`config.mk`:
```
export PLATFORM = sky130hd
export DESIGN_NAME = mux_rr_arbiter_flat
export DESIGN_NICKNAME = d
export VERILOG_FILES = /design/src/rtl/mux_rr_arbiter_pkg.sv /design/src/rtl/mux_rr_arbiter_if.sv /design/src/rtl/mux_rr_arbiter_pick.sv /design/src/rtl/mux_rr_arbiter.sv /design/src/flat_wrapper.sv
export SDC_FILE = /design/constraint.sdc
export NUM_CORES = 1
export LEC_CHECK = 0
export CELL_PAD_IN_SITES_DETAIL_PLACEMENT = 0
export CELL_PAD_IN_SITES_GLOBAL_PLACEMENT = 1
export CORE_MARGIN = 4
export CORE_UTILIZATION = 35
export DETAILED_ROUTE_END_ITERATION = 8
export GPL_TIMING_DRIVEN = 0
export PLACE_DENSITY = 0.78
export REMOVE_ABC_BUFFERS = 1
export SYNTH_ARGS = -nofsm -noshare
export SYNTH_HDL_FRONTEND = slang
export SYNTH_SLANG_ARGS = --single-unit
```
`constraint.sdc`:
```
create_clock -name clk -period 3.6 [get_ports clk]
set_input_delay 0.54 -clock clk [delete_from_list [all_inputs] [get_ports clk]]
set_output_delay 0.54 -clock clk [all_outputs]
set_load 0.05 [all_outputs]
```
`src/rtl/mux_rr_arbiter_pkg.sv`:
```
// Shared definitions for the round-robin mux arbiter: FSM states, default sizing
// and a behavioural round-robin pick helper.
package mux_arb_pkg;

  localparam int N_DEF        = 8;
  localparam int SEL_W_DEF    = 3;
  localparam int MAX_HOLD_DEF = 16;

  // Widest request vector rr_pick() accepts; callers zero-extend narrower vectors.
  localparam int RR_MAX_N = 32;

  typedef enum logic {
    IDLE  = 1'b0,
    GRANT = 1'b1
  } arb_state_e;

  typedef struct packed {
    logic       found;
    logic [7:0] idx;
  } rr_pick_t;

  // First set bit of req scanning upward from ptr, wrapping at n.
  function automatic rr_pick_t rr_pick(input logic [RR_MAX_N-1:0] req,
                                       input int unsigned         ptr,
                                       input int unsigned         n);
    rr_pick_t res;
    int unsigned j;
    res.found = 1'b0;
    res.idx   = '0;
    for (int i = RR_MAX_N - 1; i >= 0; i--) begin
      if (i < int'(n)) begin
        j = ptr + i;
        if (j >= n) j = j - n;
        if (req[j]) begin
          res.found = 1'b1;
          res.idx   = 8'(j);
        end
      end
    end
    return res;
  endfunction

endpackage

```
`src/rtl/mux_rr_arbiter_if.sv`:
```
// Request/grant bundle between requester logic and the arbiter; sel goes on to mux_8.sel.
interface mux_rr_arbiter_if
  import mux_arb_pkg::*;
#(
  parameter int N     = N_DEF,
  parameter int SEL_W = SEL_W_DEF
);

  logic [N-1:0]     req;
  logic [N-1:0]     grant;
  logic [SEL_W-1:0] sel;
  logic             busy;

  modport master (output req, input grant, input sel, input busy);
  modport slave  (input req, output grant, output sel, output busy);

endinterface

```
`src/rtl/mux_rr_arbiter_pick.sv`:
```
// Combinational round-robin pick: rotate req so ptr sits at bit 0, take the lowest
// set bit, then rotate the offset back into an absolute requester index.
module rr_priority_pick
  import mux_arb_pkg::*;
#(
  parameter int N     = N_DEF,
  parameter int SEL_W = SEL_W_DEF
) (
  input  logic [N-1:0]     req_i,
  input  logic [SEL_W-1:0] ptr_i,
  output logic [SEL_W-1:0] idx_o,
  output logic             valid_o
);

  logic [N-1:0]     rot;
  logic [SEL_W-1:0] off;

  // Modular SEL_W-bit arithmetic lands in 0..N-1 once N is subtracted on wrap.
  for (genvar gi = 0; gi < N; gi++) begin : g_rot
    logic [SEL_W-1:0] src;
    assign src     = (int'(ptr_i) + gi >= N) ? ptr_i + SEL_W'(gi) - SEL_W'(N)
                                             : ptr_i + SEL_W'(gi);
    assign rot[gi] = req_i[src];
  end

  always_comb begin
    valid_o = 1'b0;
    off     = '0;
    for (int i = N - 1; i >= 0; i--) begin
      if (rot[i]) begin
        valid_o = 1'b1;
        off     = SEL_W'(i);
      end
    end
  end

  assign idx_o = (int'(ptr_i) + int'(off) >= N) ? ptr_i + off - SEL_W'(N)
                                                : ptr_i + off;

endmodule

```
`src/rtl/mux_rr_arbiter.sv`:
```
// Round-robin arbiter sharing one mux_8 among N requesters; grants are bounded by
// MAX_HOLD cycles and every release is followed by one idle turnaround cycle.
module mux_rr_arbiter
  import mux_arb_pkg::*;
#(
  parameter int N        = N_DEF,
  parameter int SEL_W    = SEL_W_DEF,
  parameter int MAX_HOLD = MAX_HOLD_DEF
) (
  input  logic              clk,
  input  logic              rst,
  mux_rr_arbiter_if.slave   bus
);

  localparam int HOLD_W = (MAX_HOLD == 0) ? 1 : $clog2(MAX_HOLD + 1);
  localparam logic [HOLD_W-1:0] HOLD_LIM = HOLD_W'(MAX_HOLD);
  localparam logic [N-1:0]      ONE_HOT0 = N'(1);

  if (N < 2) begin : g_bad_n
    $error("mux_rr_arbiter: N must be at least 2");
  end
  if ((2 ** SEL_W) < N) begin : g_bad_sel_w
    $error("mux_rr_arbiter: SEL_W too narrow for N");
  end

  arb_state_e        state_q;
  logic [SEL_W-1:0]  ptr_q, ptr_d;
  logic [HOLD_W-1:0] hold_q, hold_d;
  logic [N-1:0]      grant_q;
  logic [SEL_W-1:0]  sel_q;
  logic              busy_q;

  logic [SEL_W-1:0]  pick_idx;
  logic              pick_valid;
  logic              release_now;

  rr_priority_pick #(
    .N     (N),
    .SEL_W (SEL_W)
  ) u_pick (
    .req_i   (bus.req),
    .ptr_i   (ptr_q),
    .idx_o   (pick_idx),
    .valid_o (pick_valid)
  );

  // A drop and a timeout in the same cycle collapse into one release.
  always_comb begin
    release_now = !bus.req[sel_q];
    if (MAX_HOLD != 0 && hold_q >= HOLD_LIM) release_now = 1'b1;
    ptr_d  = (sel_q == SEL_W'(N - 1)) ? '0 : sel_q + SEL_W'(1);
    hold_d = (hold_q == '1) ? hold_q : hold_q + HOLD_W'(1);
  end

  always_ff @(posedge clk) begin
    if (rst) begin
      state_q <= IDLE;
      ptr_q   <= '0;
      hold_q  <= '0;
      grant_q <= '0;
      sel_q   <= '0;
      busy_q  <= 1'b0;
    end else begin
      case (state_q)
        IDLE: begin
          if (pick_valid) begin
            grant_q <= ONE_HOT0 << pick_idx;
            sel_q   <= pick_idx;
            busy_q  <= 1'b1;
            hold_q  <= HOLD_W'(1);
            state_q <= GRANT;
          end
        end
        GRANT: begin
          if (release_now) begin
            grant_q <= '0;
            busy_q  <= 1'b0;
            ptr_q   <= ptr_d;
            state_q <= IDLE;
          end else begin
            hold_q  <= hold_d;
          end
        end
        default: state_q <= IDLE;
      endcase
    end
  end

  assign bus.grant = grant_q;
  assign bus.sel   = sel_q;
  assign bus.busy  = busy_q;

endmodule

```
`src/flat_wrapper.sv`:
```
// flat-port wrapper written by rule: the top's interface ports become plain ports
module mux_rr_arbiter_flat import mux_arb_pkg::*;
#(
  parameter int N        = N_DEF,
  parameter int SEL_W    = SEL_W_DEF,
  parameter int MAX_HOLD = MAX_HOLD_DEF
)
  (clk, rst, bus_req, bus_grant, bus_sel, bus_busy);
  mux_rr_arbiter_if #(.N(N), .SEL_W(SEL_W)) bus_i ();
  input  logic clk;
  input  logic rst;
  input wire logic [$bits(bus_i.req)-1:0] bus_req;
  output wire logic [$bits(bus_i.grant)-1:0] bus_grant;
  output wire logic [$bits(bus_i.sel)-1:0] bus_sel;
  output wire logic [$bits(bus_i.busy)-1:0] bus_busy;
  assign bus_i.req = bus_req;
  assign bus_grant = bus_i.grant;
  assign bus_sel = bus_i.sel;
  assign bus_busy = bus_i.busy;
  mux_rr_arbiter #(.N(N), .SEL_W(SEL_W), .MAX_HOLD(MAX_HOLD)) u_core (.clk(clk), .rst(rst), .bus(bus_i));
endmodule
```
==> results.yml <==
status:
  status: "completed"
placement:
  place.gp.congestion: 0.763
  placed_cells: 250
  port_buffers: 21
  dp_hpwl_mm: 2.50
  place_ws_ps: -516
  place_area_sq_um: 1900
clocking:
  insertion_delay_ps: 250
  cts_tree: "yes"
  cts_max_path_buffers: 2
  cts_root_buf: "clkbuf_8"
  h-tree-depth: 1
  cts_made_buffers: 3
  clk_pin_slew_ps: 70
  clock-sinks: 21
grt:
  antenna_found_initial: 0
  grt_max_degree: 18
  grt_pass1_vias: 1356
  globalRouteTotalUtil: 0.121
  gr-total-overflow: 0
  grt_first_pass_wirelength_mm: 6.15
setup_path:
  critPathMaxStageDelay_ps: 540
  cp.required_ps: 3770
  endpoint_kind: "flop"
  arrival_ps: 3600
  crit_fanout: 8
  slowest_stage: "mux4_1"
  path_delay_family: "compound AO/OA/AOI/OAI gates"
  crit_buf_inv: 2
  cp-start-kind: "input pin"
  cp_cell_sequence: "dlygate4sd2_1 -> mux4_1 -> mux2i_2 -> a21oi_1 -> o22a_1 -> a31oi_1 -> o221a_2 -> ha_1 -> inv_1 -> fa_2 -> or3b_2 -> o221ai_1"
  path_class: "input pin to flop"
sta:
  rsz0062_at_grt: "false"
  tightest_slew_ps: 1070
  clock.fmax_ghz: 0.292
  setup_viol: 0
  period_minus_slack_ps: 3430
  fin_worst_skew_ps: 1.93
  slew_headroom: 0.279
  post-route-period-util: 0.952
  fin_ws_ps: 175
  hold_viol_final: 0
  slew_viol_final: 0
  hold_ws_ps: 467
logic_synthesis:
  syn_area_sq_um: 1700
  async_flop_share: 0
  synth_cells: 176
  synth-edff-count: 0
  ys_types: 50
  yosysMostFrequentCell: "nand2_1"
  syn_area_per_cell_sq_um: 9.67
  synth_top_area_frac: 0.247
  synth_commonest_cells: "nand2_1 (22), dfxtp_1 (21), nor2_1 (15)"
  ys_ff_latch: 21
  ys_top_cells_by_area: "dfxtp_1 (25%), mux4_1 (9.3%), mux4_2 (7.9%), mux2i_1 (6.5%), ha_1 (5.1%)"
  ys_seq_area_frac: 0.247
  yosys_warnings: 0
  synth_top_area_cell: "dfxtp_1"
  synth_ff_type: "dfxtp_1"
pwr:
  power_density_nw_per_um2: 544
  vdd_ir_drop_max_mv: 0.218
  p_leak_uw: 0.000769
routing:
  ant_nets: 0
  drt-wirelength-per-cell_um: 13.5
  dr.pass1.iters: 6
  via_per_inst: 5.33
  via_count: 1402
  wirelength_mm: 3.56
  drcViolationCount: 0
  drt_iter0_markers: 55
cells_and_area:
  final_nets: 215
  drive_gt1_frac: 0.199
  area_delta_synth_final_pct: 19.0
  final_cells: 263
  n_antenna_cell: 0
  final_area_sq_um: 2020
  finish.utilization: 0.429
run:
  drv_cap: 0
hold_path:
  hp-class: "flop to flop"
floorplanning:
  io_pins: 22
  dieWidth_um: 77.7
  start_util: 0.360
  core_area_sq_um: 4720
  die_y_um: 77.7
  fp-row-count: 25
  die_area_sq_um: 6040
-- state kept, by name, indices dropped and copies added, names as in the netlist --
register and count:
u_core.bus.sel 3, u_core.ptr_q 3, u_core.state_q 1, u_core.bus.grant 8, u_core.hold_q 5, u_core.bus.busy 1
-- worst register-to-register path: cells and delay by family (launching register included) --
| kind | cells | cell delay, ps |
|---|---|---|
| compound gates | 5 | 840 |
| fa+ha+maj | 3 | 980 |
| buf+inv | 2 | 200 |
| flops | 1 | 420 |
| mux | 1 | 380 |
| simple gates | 1 | 480 |
-- worst paths after layout --
check / cells after the start / from / slack, ps / to
setup reg to reg: 12 / u_core.ptr_q[1] / 220 / u_core.bus.grant[2]
hold / removal: 2 / u_core.bus.grant[1] / 470 / u_core.bus.grant[1]
hold reg to reg: 2 / u_core.bus.grant[1] / 470 / u_core.bus.grant[1]
setup / recovery: 12 / bus_req[4] / 170 / u_core.bus.grant[2]
-- stage by stage --
step	setup TNS (ps)	total power [uW]
floorplan	-126	745
global placement	-3120	890
detailed placement	-3110	890
CTS	0	1080
global route	0	1190
finish	0	1100
-- layout make-up --
type                            instances  area [sq um]
Inverter                                8          30.0
Timing Repair Buffer                   30           268
Tap cell                               67          83.8
Multi-Input combinational cell        133          1170
Fill cell                             469          2700
Clock buffer                            4          45.0
Sequential cell                        21           429
-- power breakdown --
part	total, uW	switching (uW)	internal [uW]
Sequential	319	48.1	271
Clock	151	72.3	78.7
Combinational	632	344	288
-- cells in the final DEF, fill, tap and decap left out, drive strengths merged, types with 2 or more instances in the layout --
| cell | n |
|---|---|
| nand3b | 4 |
| a21oi | 7 |
| mux2i | 12 |
| nand2 | 22 |
| o211a | 2 |
| and2 | 3 |
| a211oi | 3 |
| mux4 | 12 |
| o221ai | 8 |
| ha | 7 |
| buf | 9 |
| clkdlybuf4s50 | 13 |
| dlygate4sd2 | 8 |
| inv | 8 |
| o21ai | 3 |
| dfxtp | 21 |
| mux2 | 3 |
| xor2 | 3 |
| nor3 | 2 |
| clkbuf | 4 |
| or3 | 2 |
| nor2 | 15 |
| nand3 | 3 |
| nor3b | 2 |
| a31oi | 2 |
-- layer usage --
metal	part of all wire	routed length, um	GRT usage
met1	0.49	1760	0.172
met2	0.46	1640	0.193
met3	0.034	122	0.0209
met4	0.012	44	0.0231
met5	0	0	0
-- kinds of logic after synthesis --
logic type | count (synthesis) | synth area share
fa+ha+maj | 8 | 0.0632
flops | 21 | 0.247
mux | 27 | 0.265
xor+xnor | 4 | 0.0206
compound gates | 34 | 0.154
buf+inv | 22 | 0.0765
simple gates | 60 | 0.174
-- what timing repair did --
| action | in CTS | in global routing |
|---|---|---|
| gates resized for setup | 16 | 5 |
| pin swaps | 1 | 0 |
| hold buffers | 0 | 0 |
| cloned | 0 | 0 |
| endpoints found under the setup margin | 10 | 8 |
| buffers inserted | 4 | 5 |
Note: power is estimated with default switching activity, not from simulation.
